$ cat config.mk
export PLATFORM = sky130hd
export DESIGN_NAME = csr_file_flat
export DESIGN_NICKNAME = d
export VERILOG_FILES = /design/src/rtl/csr_file_if.sv /design/src/rtl/csr_file.sv /design/src/flat_wrapper.sv
export SDC_FILE = /design/constraint.sdc
export NUM_CORES = 2
export LEC_CHECK = 0
export BUFFER_PORTS_ARGS = -buffer_cell sky130_fd_sc_hd__buf_2
export CELL_PAD_IN_SITES_DETAIL_PLACEMENT = 2
export CELL_PAD_IN_SITES_GLOBAL_PLACEMENT = 2
export CORE_AREA = 5 5 348 350
export CTS_CLUSTER_DIAMETER = 60
export DETAILED_ROUTE_END_ITERATION = 8
export DIE_AREA = 0 0 353 355
export GPL_TIMING_DRIVEN = 0
export PLACE_DENSITY_LB_ADDON = 0.1
export RECOVER_POWER = 25
export SYNTH_ARGS = -nofsm -noshare
export SYNTH_HDL_FRONTEND = slang
export SYNTH_SLANG_ARGS = --single-unit
$ cat constraint.sdc
create_clock -name clk -period 5.3 [get_ports clk]
set_input_delay 0.795 -clock clk [delete_from_list [all_inputs] [get_ports clk]]
set_output_delay 0.795 -clock clk [all_outputs]
set_load 0.005 [all_outputs]
$ cat src/rtl/csr_file_if.sv
// CSR file bus: CSR read/write port, trap/mret commit events, redirect back
// to fetch, and the state exported to the rest of the core.
interface csr_file_if;
    logic [11:0] rd_addr;
    logic [63:0] rd_data;
    logic        rd_illegal;

    logic        wr_valid;
    logic [11:0] wr_addr;
    logic [1:0]  wr_op;
    logic [63:0] wr_data;
    logic        wr_illegal;

    logic        trap_valid;
    logic [63:0] trap_cause;
    logic [63:0] trap_epc;
    logic [63:0] trap_tval;
    logic        mret_valid;

    logic        redirect_valid;
    logic [63:0] redirect_pc;
    logic [1:0]  priv;
    logic [63:0] mstatus_o;
    logic [63:0] satp_o;

    // CSR file side
    modport slave (
        input  rd_addr, wr_valid, wr_addr, wr_op, wr_data,
        input  trap_valid, trap_cause, trap_epc, trap_tval, mret_valid,
        output rd_data, rd_illegal, wr_illegal,
        output redirect_valid, redirect_pc, priv, mstatus_o, satp_o
    );

    // Core / commit-stage side
    modport master (
        output rd_addr, wr_valid, wr_addr, wr_op, wr_data,
        output trap_valid, trap_cause, trap_epc, trap_tval, mret_valid,
        input  rd_data, rd_illegal, wr_illegal,
        input  redirect_valid, redirect_pc, priv, mstatus_o, satp_o
    );
endinterface

$ cat src/rtl/csr_file.sv
// Machine-mode CSR file: combinational reads, masked RW/RS/RC writes,
// trap entry and mret with a one-cycle PC redirect to fetch.
module csr_file #(
    parameter logic [63:0] HART_ID = 64'd0
) (
    input  logic       clk,
    input  logic       reset,
    csr_file_if.slave  bus
);

    localparam logic [11:0] A_SSTATUS  = 12'h100;
    localparam logic [11:0] A_SATP     = 12'h180;
    localparam logic [11:0] A_MSTATUS  = 12'h300;
    localparam logic [11:0] A_MEDELEG  = 12'h302;
    localparam logic [11:0] A_MIDELEG  = 12'h303;
    localparam logic [11:0] A_MIE      = 12'h304;
    localparam logic [11:0] A_MTVEC    = 12'h305;
    localparam logic [11:0] A_MSCRATCH = 12'h340;
    localparam logic [11:0] A_MEPC     = 12'h341;
    localparam logic [11:0] A_MCAUSE   = 12'h342;
    localparam logic [11:0] A_MTVAL    = 12'h343;
    localparam logic [11:0] A_MIP      = 12'h344;
    localparam logic [11:0] A_PMPCFG0  = 12'h3A0;
    localparam logic [11:0] A_PMPADDR0 = 12'h3B0;
    localparam logic [11:0] A_MCYCLE   = 12'hB00;
    localparam logic [11:0] A_MHARTID  = 12'hF14;

    localparam logic [63:0] MSTATUS_MASK = 64'h0000_0000_007e_79bb;
    localparam logic [63:0] SSTATUS_MASK = 64'h8000_0003_0001_e000;
    localparam logic [63:0] MIP_MASK     = 64'h0000_0000_0000_0333;

    localparam logic [1:0] PRIV_U = 2'b00;
    localparam logic [1:0] PRIV_M = 2'b11;

    // mstatus field positions
    localparam int MS_MIE  = 3;
    localparam int MS_MPIE = 7;
    localparam int MS_MPP  = 11;

    typedef enum logic {IDLE, REDIR} state_t;

    state_t      state_q, state_d;
    logic [1:0]  priv_q, priv_d;
    logic [63:0] mstatus_q, mstatus_d;
    logic [63:0] mtvec_q, mtvec_d;
    logic [63:0] mepc_q, mepc_d;
    logic [63:0] mcause_q, mcause_d;
    logic [63:0] mtval_q, mtval_d;
    logic [63:0] mie_q, mie_d;
    logic [63:0] mip_q, mip_d;
    logic [63:0] mscratch_q, mscratch_d;
    logic [63:0] satp_q, satp_d;
    logic [63:0] mcycle_q, mcycle_d;
    logic [63:0] rpc_q, rpc_d;

    logic [64:0] rd_look;
    logic [64:0] wr_look;
    logic [63:0] wr_old;
    logic [63:0] wr_new;
    logic        wr_fire;
    logic [63:0] trap_base;

    // Shared address decode: bit 64 = implemented, [63:0] = current value.
    // Delegation and PMP registers exist but are hardwired to zero.
    function automatic logic [64:0] csr_lookup(input logic [11:0] addr);
        logic [64:0] r;
        r = {1'b1, 64'd0};
        case (addr)
            A_MSTATUS:  r[63:0] = mstatus_q;
            A_SSTATUS:  r[63:0] = mstatus_q & SSTATUS_MASK;
            A_MTVEC:    r[63:0] = mtvec_q;
            A_MEPC:     r[63:0] = mepc_q;
            A_MCAUSE:   r[63:0] = mcause_q;
            A_MTVAL:    r[63:0] = mtval_q;
            A_MIE:      r[63:0] = mie_q;
            A_MIP:      r[63:0] = mip_q;
            A_MSCRATCH: r[63:0] = mscratch_q;
            A_SATP:     r[63:0] = satp_q;
            A_MCYCLE:   r[63:0] = mcycle_q;
            A_MHARTID:  r[63:0] = HART_ID;
            A_MEDELEG, A_MIDELEG, A_PMPCFG0, A_PMPADDR0: r[63:0] = 64'd0;
            default:    r[64] = 1'b0;
        endcase
        return r;
    endfunction

    // Read port: value plus legality against the current privilege level
    always_comb begin
        rd_look        = csr_lookup(bus.rd_addr);
        bus.rd_data    = rd_look[63:0];
        bus.rd_illegal = ~rd_look[64] | (bus.rd_addr[9:8] > priv_q);
    end

    // Write operand: merge operand with the old value and flag bad targets
    always_comb begin
        wr_look = csr_lookup(bus.wr_addr);
        wr_old  = wr_look[63:0];
        case (bus.wr_op)
            2'b01:   wr_new = bus.wr_data;
            2'b10:   wr_new = wr_old | bus.wr_data;
            2'b11:   wr_new = wr_old & ~bus.wr_data;
            default: wr_new = wr_old;
        endcase
        // addr[11:10]==11 covers mhartid and every other read-only CSR
        bus.wr_illegal = ~wr_look[64] | (bus.wr_addr[11:10] == 2'b11);
    end

    // A CSR write only lands when no trap/mret claims the cycle and the
    // pipeline is not being flushed.
    assign wr_fire = (state_q == IDLE) && !bus.trap_valid && !bus.mret_valid &&
                     bus.wr_valid && (bus.wr_op != 2'b00) && !bus.wr_illegal;

    assign trap_base = {mtvec_q[63:2], 2'b00};

    // Next-state: FSM transitions, trap/mret side effects and CSR writes
    always_comb begin
        state_d    = state_q;
        priv_d     = priv_q;
        mstatus_d  = mstatus_q;
        mtvec_d    = mtvec_q;
        mepc_d     = mepc_q;
        mcause_d   = mcause_q;
        mtval_d    = mtval_q;
        mie_d      = mie_q;
        mip_d      = mip_q;
        mscratch_d = mscratch_q;
        satp_d     = satp_q;
        mcycle_d   = mcycle_q + 64'd1;
        rpc_d      = rpc_q;

        case (state_q)
            IDLE: begin
                if (bus.trap_valid) begin
                    mepc_d                      = bus.trap_epc;
                    mcause_d                    = bus.trap_cause;
                    mtval_d                     = bus.trap_tval;
                    mstatus_d[MS_MPIE]          = mstatus_q[MS_MIE];
                    mstatus_d[MS_MIE]           = 1'b0;
                    mstatus_d[MS_MPP+1:MS_MPP]  = priv_q;
                    priv_d                      = PRIV_M;
                    // Vectored mode only applies to interrupts
                    if (mtvec_q[0] && bus.trap_cause[63])
                        rpc_d = trap_base + {56'd0, bus.trap_cause[5:0], 2'b00};
                    else
                        rpc_d = trap_base;
                    state_d = REDIR;
                end else if (bus.mret_valid) begin
                    mstatus_d[MS_MIE]           = mstatus_q[MS_MPIE];
                    mstatus_d[MS_MPIE]          = 1'b1;
                    mstatus_d[MS_MPP+1:MS_MPP]  = PRIV_U;
                    priv_d                      = mstatus_q[MS_MPP+1:MS_MPP];
                    rpc_d                       = mepc_q;
                    state_d                     = REDIR;
                end else if (wr_fire) begin
                    case (bus.wr_addr)
                        A_MSTATUS:  mstatus_d  = (mstatus_q & ~MSTATUS_MASK) | (wr_new & MSTATUS_MASK);
                        A_SSTATUS:  mstatus_d  = (mstatus_q & ~SSTATUS_MASK) | (wr_new & SSTATUS_MASK);
                        A_MTVEC:    mtvec_d    = wr_new & ~64'h2;
                        A_MEPC:     mepc_d     = {wr_new[63:2], 2'b00};
                        A_MCAUSE:   mcause_d   = wr_new;
                        A_MTVAL:    mtval_d    = wr_new;
                        A_MIE:      mie_d      = wr_new;
                        A_MIP:      mip_d      = (mip_q & ~MIP_MASK) | (wr_new & MIP_MASK);
                        A_MSCRATCH: mscratch_d = wr_new;
                        A_SATP:     satp_d     = wr_new;
                        A_MCYCLE:   mcycle_d   = wr_new;
                        default:    ;
                    endcase
                end
            end
            REDIR: begin
                // Pipeline flush cycle: all commit inputs are ignored
                state_d = IDLE;
            end
            default: state_d = IDLE;
        endcase
    end

    // State register for the FSM, CSRs, privilege and redirect target
    always_ff @(posedge clk or negedge reset) begin
        if (!reset) begin
            state_q    <= IDLE;
            priv_q     <= PRIV_M;
            mstatus_q  <= '0;
            mtvec_q    <= '0;
            mepc_q     <= '0;
            mcause_q   <= '0;
            mtval_q    <= '0;
            mie_q      <= '0;
            mip_q      <= '0;
            mscratch_q <= '0;
            satp_q     <= '0;
            mcycle_q   <= '0;
            rpc_q      <= '0;
        end else begin
            state_q    <= state_d;
            priv_q     <= priv_d;
            mstatus_q  <= mstatus_d;
            mtvec_q    <= mtvec_d;
            mepc_q     <= mepc_d;
            mcause_q   <= mcause_d;
            mtval_q    <= mtval_d;
            mie_q      <= mie_d;
            mip_q      <= mip_d;
            mscratch_q <= mscratch_d;
            satp_q     <= satp_d;
            mcycle_q   <= mcycle_d;
            rpc_q      <= rpc_d;
        end
    end

    assign bus.redirect_valid = (state_q == REDIR);
    assign bus.redirect_pc    = rpc_q;
    assign bus.priv           = priv_q;
    assign bus.mstatus_o      = mstatus_q;
    assign bus.satp_o         = satp_q;

endmodule
$ cat src/flat_wrapper.sv
// flat-port wrapper written by rule: the top's interface ports become plain ports
module csr_file_flat 
#(
    parameter logic [63:0] HART_ID = 64'd0
)
  (clk, reset, bus_rd_addr, bus_wr_valid, bus_wr_addr, bus_wr_op, bus_wr_data, bus_trap_valid, bus_trap_cause, bus_trap_epc, bus_trap_tval, bus_mret_valid, bus_rd_data, bus_rd_illegal, bus_wr_illegal, bus_redirect_valid, bus_redirect_pc, bus_priv, bus_mstatus_o, bus_satp_o);
  csr_file_if bus_i ();
  input  logic clk;
  input  logic reset;
  input wire logic [$bits(bus_i.rd_addr)-1:0] bus_rd_addr;
  input wire logic [$bits(bus_i.wr_valid)-1:0] bus_wr_valid;
  input wire logic [$bits(bus_i.wr_addr)-1:0] bus_wr_addr;
  input wire logic [$bits(bus_i.wr_op)-1:0] bus_wr_op;
  input wire logic [$bits(bus_i.wr_data)-1:0] bus_wr_data;
  input wire logic [$bits(bus_i.trap_valid)-1:0] bus_trap_valid;
  input wire logic [$bits(bus_i.trap_cause)-1:0] bus_trap_cause;
  input wire logic [$bits(bus_i.trap_epc)-1:0] bus_trap_epc;
  input wire logic [$bits(bus_i.trap_tval)-1:0] bus_trap_tval;
  input wire logic [$bits(bus_i.mret_valid)-1:0] bus_mret_valid;
  output wire logic [$bits(bus_i.rd_data)-1:0] bus_rd_data;
  output wire logic [$bits(bus_i.rd_illegal)-1:0] bus_rd_illegal;
  output wire logic [$bits(bus_i.wr_illegal)-1:0] bus_wr_illegal;
  output wire logic [$bits(bus_i.redirect_valid)-1:0] bus_redirect_valid;
  output wire logic [$bits(bus_i.redirect_pc)-1:0] bus_redirect_pc;
  output wire logic [$bits(bus_i.priv)-1:0] bus_priv;
  output wire logic [$bits(bus_i.mstatus_o)-1:0] bus_mstatus_o;
  output wire logic [$bits(bus_i.satp_o)-1:0] bus_satp_o;
  assign bus_i.rd_addr = bus_rd_addr;
  assign bus_i.wr_valid = bus_wr_valid;
  assign bus_i.wr_addr = bus_wr_addr;
  assign bus_i.wr_op = bus_wr_op;
  assign bus_i.wr_data = bus_wr_data;
  assign bus_i.trap_valid = bus_trap_valid;
  assign bus_i.trap_cause = bus_trap_cause;
  assign bus_i.trap_epc = bus_trap_epc;
  assign bus_i.trap_tval = bus_trap_tval;
  assign bus_i.mret_valid = bus_mret_valid;
  assign bus_rd_data = bus_i.rd_data;
  assign bus_rd_illegal = bus_i.rd_illegal;
  assign bus_wr_illegal = bus_i.wr_illegal;
  assign bus_redirect_valid = bus_i.redirect_valid;
  assign bus_redirect_pc = bus_i.redirect_pc;
  assign bus_priv = bus_i.priv;
  assign bus_mstatus_o = bus_i.mstatus_o;
  assign bus_satp_o = bus_i.satp_o;
  csr_file #(.HART_ID(HART_ID)) u_core (.clk(clk), .reset(reset), .bus(bus_i));
endmodule
# Yosys cells after proc, flatten, opt, wreduce, memory -nomap -nowiden
# Cells that the tools add are included.
# totals
wordCells	136
ff_bits	706
out_inout_bits	261
inputBits	287
# op_classes
n_lt_le_gt_ge	1
mux	38
n_eq_ne	37
bitwise	13
n_addsub	2
reduce_logical	31
# ops
cell	count
$pmux W64 S11	2
$mux W64	20
$eq A12 B10 Y1 const B	24
$pmux W64 S3	1
$pmux W64 S2	1
$add A64 B1 Y64 const B	1
$add A64 B8 Y64	1
$and A64 B64 Y64	1
$not A64 Y64	1
$or A63 B64 Y64	1
$or A64 B10 Y64	1
$or A64 B23 Y64	1
$or A64 B64 Y64	1
$eq A12 B12 Y1 const B	4
$eq A12 B9 Y1 const B	4
$reduce_or A16 Y1	2
$reduce_and A5 Y1	6
$reduce_bool A2 Y1	7
$mux W13	1
$reduce_and A4 Y1	3
$mux W1	8
$mux W2	4
$eq A2 B2 Y1 const B	3
$logic_and A1 B1 Y1	6
other kinds (11)	18

# Longest topological paths before layout
# depth
ltp_word	11
depth_mapped	12
ltp_nobuf	10

# Least setup slack after synthesis
# Ideal clock, no wire load.
# synth_timing
path_kind	input -> output
from	input bus_rd_addr[1]
to	output bus_rd_data[45]
required_time_ns	4.505
path_buffers	3
slack_ns	1.704
arrival_ns	2.801
path_stages	7
path_cell_list	or4_1 > clkbuf_1 > nor4_2 > clkbuf_1 > buf_1 > a22oi_1 > nand4_1
# synth_between
elab_chain_cells	2
word_cells_on_any_way	12
classes_between	eq/ne (11); mux (1)
# synth_rtl
element	line	text
start: declaration	flat_wrapper.sv:10	input wire logic [$bits(bus_i.rd_addr)-1:0] bus_rd_addr;
$eq A12 B12 Y1 (tied with other cells)	csr_file.sv:68	case (addr)
$pmux W64 S11 *	csr_file.sv:68	
end: declaration	flat_wrapper.sv:20	output wire logic [$bits(bus_i.rd_data)-1:0] bus_rd_data;
# Every way passes the cells marked *; elsewhere a longest branch is shown, timed or not.

# Worst setup path after layout
# layout_timing
from	input bus_wr_op[1]
to	register u_core.mtval_q[1]
# layout_between
elab_chain_cells	6
word_cells_on_any_way	13
classes_between	eq/ne (3); mux (5); reduce/logical (5)
# layout_rtl
element	line	text
start: declaration	flat_wrapper.sv:13	input wire logic [$bits(bus_i.wr_op)-1:0] bus_wr_op;
$eq A2 B2 Y1 or $eq A2 B1 Y1 (tied branches)	csr_file.sv:98	case (bus.wr_op)
$pmux W64 S3	csr_file.sv:98	
$mux W64	csr_file.sv:155	case (bus.wr_addr)
$mux W64	csr_file.sv:154	end else if (wr_fire) begin
$mux W64	csr_file.sv:147	end else if (bus.mret_valid) begin
$mux W64	csr_file.sv:133	if (bus.trap_valid) begin
end signal: assignment	csr_file.sv:202	mtval_q <= mtval_d;
end: declaration	csr_file.sv:48	logic [63:0] mtval_q, mtval_d;
# Several ways; a longest one is shown, not always the timed one. The select of a mux whose other input is x is not followed.
# A chain may end at the register's enable or synchronous reset.

==> metrics.md <==
| Metric | Value |
|---|---|
| Detailed Place HPWL | `197,000 um` |
| Sort of element at the start of the critical path | `primary input` |
| Global-route wire length before repair | `roughly 360,000 um` |
| Highest net fanout along the worst path | `10` |
| Worst min-delay path class | `in2reg` |
| Die span in x | `353 um` |
| Post-layout util | `0.369` |
| Power Density | `332 nW/um2` |
| Cell area after synthesis | `~35,000 um2` |
| Kind of end point of the critical path | `flop` |
| Cell Rows | `around 130` |
| Register bit total from synthesis | `606` |
| Standard cell area after detailed placement | `40,000 um2` |
| Post-route minimum period | `roughly 5.6 ns` |
| Result of the run | `complete, but fails checks` |
| Number of unique standard cell types used by synthesis | `roughly 90` |
| Crit share post-route | `1.06` |
| Max-cap check violation count | `19` |
| IO Port Bufs | `between 400 and 500` |
| Total Nets Final | `~5,000` |
| Final Worst Setup Slack | `-0.307 ns` |
| Vias per inst | `6.57` |
| Req. time, crit path | `slightly below 6 ns` |
| Synthesis-to-finish area growth | `24.2%` |
| Worst Hold Margin | `0.320 ns` |
| Clock insertion delay at the later pin of the skew report | `0.71 ns` |
| Standard cell core area | `117,000 um2` |
| Number of DRC markers after the initial detailed-route iteration | `5,939` |
| Count of pins on the block boundary | `roughly 550` |
| Remaining antenna violation count | `0` |
| Antenna violations before repair | `27` |
| Via count of the first global-routing pass | `between 40,000 and 50,000` |
| Number of synthesized flops with an enable pin | `0` |
| Routability-driven placement congestion ratio | `0.989` |
| Number of buffers created by CTS | `93` |
| Vertical die dimension | `about 360 um` |
| Leading register cell type out of synthesis | `dfrtp_1` |
| Overflow after GRT | `0` |
| Maximum number of pins on one net before global-route repair | `110` |
| Final WL | `271,000 um` |
| Total die area | `~130,000 um2` |
| Average wire per cell in the routed design | `around 43 um` |
| Leakage power of the design | `18.5 nW` |
| CTS max path bufs | `3` |
| Sinks on the clock net | `between 600 and 700` |
| Remaining routing DRC violations | `0` |
| Post-layout instance area | `43,300 um2` |
| Worst slew margin | `-0.510` |
| Via total after detailed routing | `41,500` |
| Clock tree from TritonCTS | `built` |
| Total GRT Usage | `0.415` |
| Initial core utilization | `0.297` |
| Top cells by area in the synthesized netlist | `dfrtp_1 43%, nand2_1 7.0%, o21ai_1 5.0%` |
| Maximum vdd ir drop | `0.000239 V` |
| Clock Skews | `0.0263 ns` |
| Fraction of final layout cells sized beyond drive strength 1 | `0.178` |
| Number of slew-limit violations in the final report | `320` |
| Failing checks | `max-capacitance violations, max-slew violations, negative setup slack` |
| First-pass iteration count of the detailed router | `9` |
| Worst-Margin Slew | `2.26 ns` |
| Total of endpoints with negative setup slack in the final report | `87` |
| Number of warning messages in the yosys log | `0` |
| Startpoint-to-endpoint class of the critical path | `in2reg` |
| Syn Inst Count | `4,029` |
| Accumulated negative setup slack | `-13.62 ns` |
| Clock tree root driver cell | `clkbuf_16` |
| Area share of the largest cell type after synthesis | `0.433` |
| Mean post-synth cell area | `8.66 um2` |
| Number of hold-slack violations in the final timing report | `0` |
| Max Freq | `0.178 GHz` |
| Portion of the post-synthesis area used by sequential elements | `0.434` |
| Worst path arrival time | `6.22 ns` |
| Htree depth | `3` |
| Library cell with the largest summed area after synthesis | `dfrtp_1` |
| Async set-reset flop share out of synthesis | `1.00` |
| R2R setup slack | `approximately 0.54 ns` |
| CTS clock-pin slew for the worst setup and hold paths | `0.07 ns` |
[worst max-delay path, stage by stage]
cell and delay (ns):
clkbuf_1 0.54, or2_2 0.22, clkbuf_1 0.20, clkbuf_1 0.58, buf_8 0.28, clkbuf_1 1.18, clkbuf_1 1.29, nand2_1 0.13
a22oi_1 0.23, o21ai_1 0.40, o211ai_1 0.32
[report_power, final]
group          total, mW  switching (mW)  internal, mW
registers           5.52           0.516          5.01
logic               2.05            1.43         0.621
clock network       6.80            2.68          4.12
total               14.4            4.63          9.74
[area by class of cell]
class                      instances  area, um2
inverter                          35        131
fill                           13400      74100
buffer                           368       1670
clock inverter                    53        758
sequential                       606      15200
timing repair buffer             529       2870
antenna                           12       30.0
clock buffer                     119       2550
multi-input combinational       3059      18300
tap                             1536       1920
[logic make-up (layout without fill, tap and decap cells)]
group | Yosys count | count (layout) | synth area share
AOI/OAI and AO/OA | 1404 | 1404 | 0.257
and+or+nand+nor | 1329 | 1329 | 0.180
DFF | 606 | 606 | 0.434
buffers and inverters | 405 | 1104 | 0.0506
xor gates and xnor gates | 150 | 150 | 0.0376
muxes | 124 | 124 | 0.0364
adders and majority gates | 10 | 10 | 0.00380
other | 1 | 54 | 0.000107
[through the flow]
step / cells / setup WS, ns / power (mW)
after detailed placement: 6131 / -0.977 / 7.57
final: 6317 / -0.307 / 14.4
after CTS: 6304 / 0.00929 / 14.3
after floorplan: 4070 / 1.70 / 6.23
after global routing: 6306 / -0.0205 / 14.7
after global placement: 6104 / -10.88 / 7.49
[flip-flops by register name, summed over array words and instances, names as in the netlist]
register / flops
u_core.mscratch_q: 64
u_core.bus.redirect_valid: 1
u_core.bus.priv: 2
u_core.mcycle_q: 64
u_core.bus.mstatus_o: 22
u_core.mie_q: 64
u_core.bus.satp_o: 64
u_core.mtvec_q: 63
u_core.mcause_q: 64
u_core.bus.redirect_pc: 64
u_core.mepc_q: 64
u_core.mtval_q: 64
u_core.mip_q: 6
[cell usage in the layout, fill, tap and decap left out, types with 17 or more instances in the layout]
cell type	count
a31oi_1	23
nand3_1	122
buf_4	55
nor4_1	19
inv_1	34
dfrtp_1	604
mux2i_1	110
or3_1	18
nor2b_1	17
clkbuf_2	24
nand2b_1	30
xor2_1	53
and2_1	32
buf_2	516
o211ai_1	29
o2111ai_1	26
a22oi_1	166
nor3_1	22
nor2_1	211
conb_1	42
a221oi_1	23
o21ai_0	169
a22o_1	39
nand2_1	650
xnor2_1	97
nand4_1	80
clkbuf_16	94
a21o_1	32
o21ai_1	348
and3_1	42
a222oi_1	136
a21oi_1	316
clkbuf_1	277
[what timing repair did]
| action | in CTS | in global routing |
|---|---|---|
| resized for setup | 5 | 8 |
| buffers inserted | 1 | 0 |
| setup endpoints to repair | 55 | 7 |
| hold endpoints to repair | 36 | 0 |
| hold buffers | 1 | 0 |
| pin swaps | 1 | 0 |
[routing by layer]
metal,routed length (um),track usage
met5,124,0
met4,21700,0.279
met3,28500,0.115
met2,115000,0.623
met1,105000,0.521
[worst paths after layout]
check	end	from	cells after the start
worst max-delay path	u_core.mtval_q[1]$_DFFE_PN0P_	bus_wr_op[1]	11
worst min register to register	u_core.bus.redirect_pc[15]$_DFFE_PN0P_	u_core.bus.redirect_pc[15]$_DFFE_PN0P_	1
min in group asynchronous	u_core.mepc_q[4]$_DFFE_PN0P_	reset	2
max in group asynchronous	u_core.mepc_q[39]$_DFFE_PN0P_	reset	4
worst max register to register	u_core.bus.redirect_pc[63]$_DFFE_PN0P_	u_core.mtvec_q[25]$_DFFE_PN0P_	8
worst min-delay path	u_core.mepc_q[0]$_DFFE_PN0P_	bus_trap_epc[0]	2
[cell usage after synthesis (all sizes together) (14+ instances only)]
cell and n:
nand2 650, dfrtp 604, o21ai 519, a21oi 318
clkbuf 253, nor2 214, a22oi 166, a222oi 136
nand3 122, buf 117, mux2i 110, xnor2 97
nand4 81, xor2 53, and3 42, a22o 39
nor4 35, inv 34, and2 33, a21o 32
nand2b 30, nor3 30, o211ai 29, o2111ai 27
a31oi 24, a221oi 23, or3 19, nor2b 17
o22ai 16, and4 14, o311a 14
Note: power is estimated with default switching activity, not from simulation.
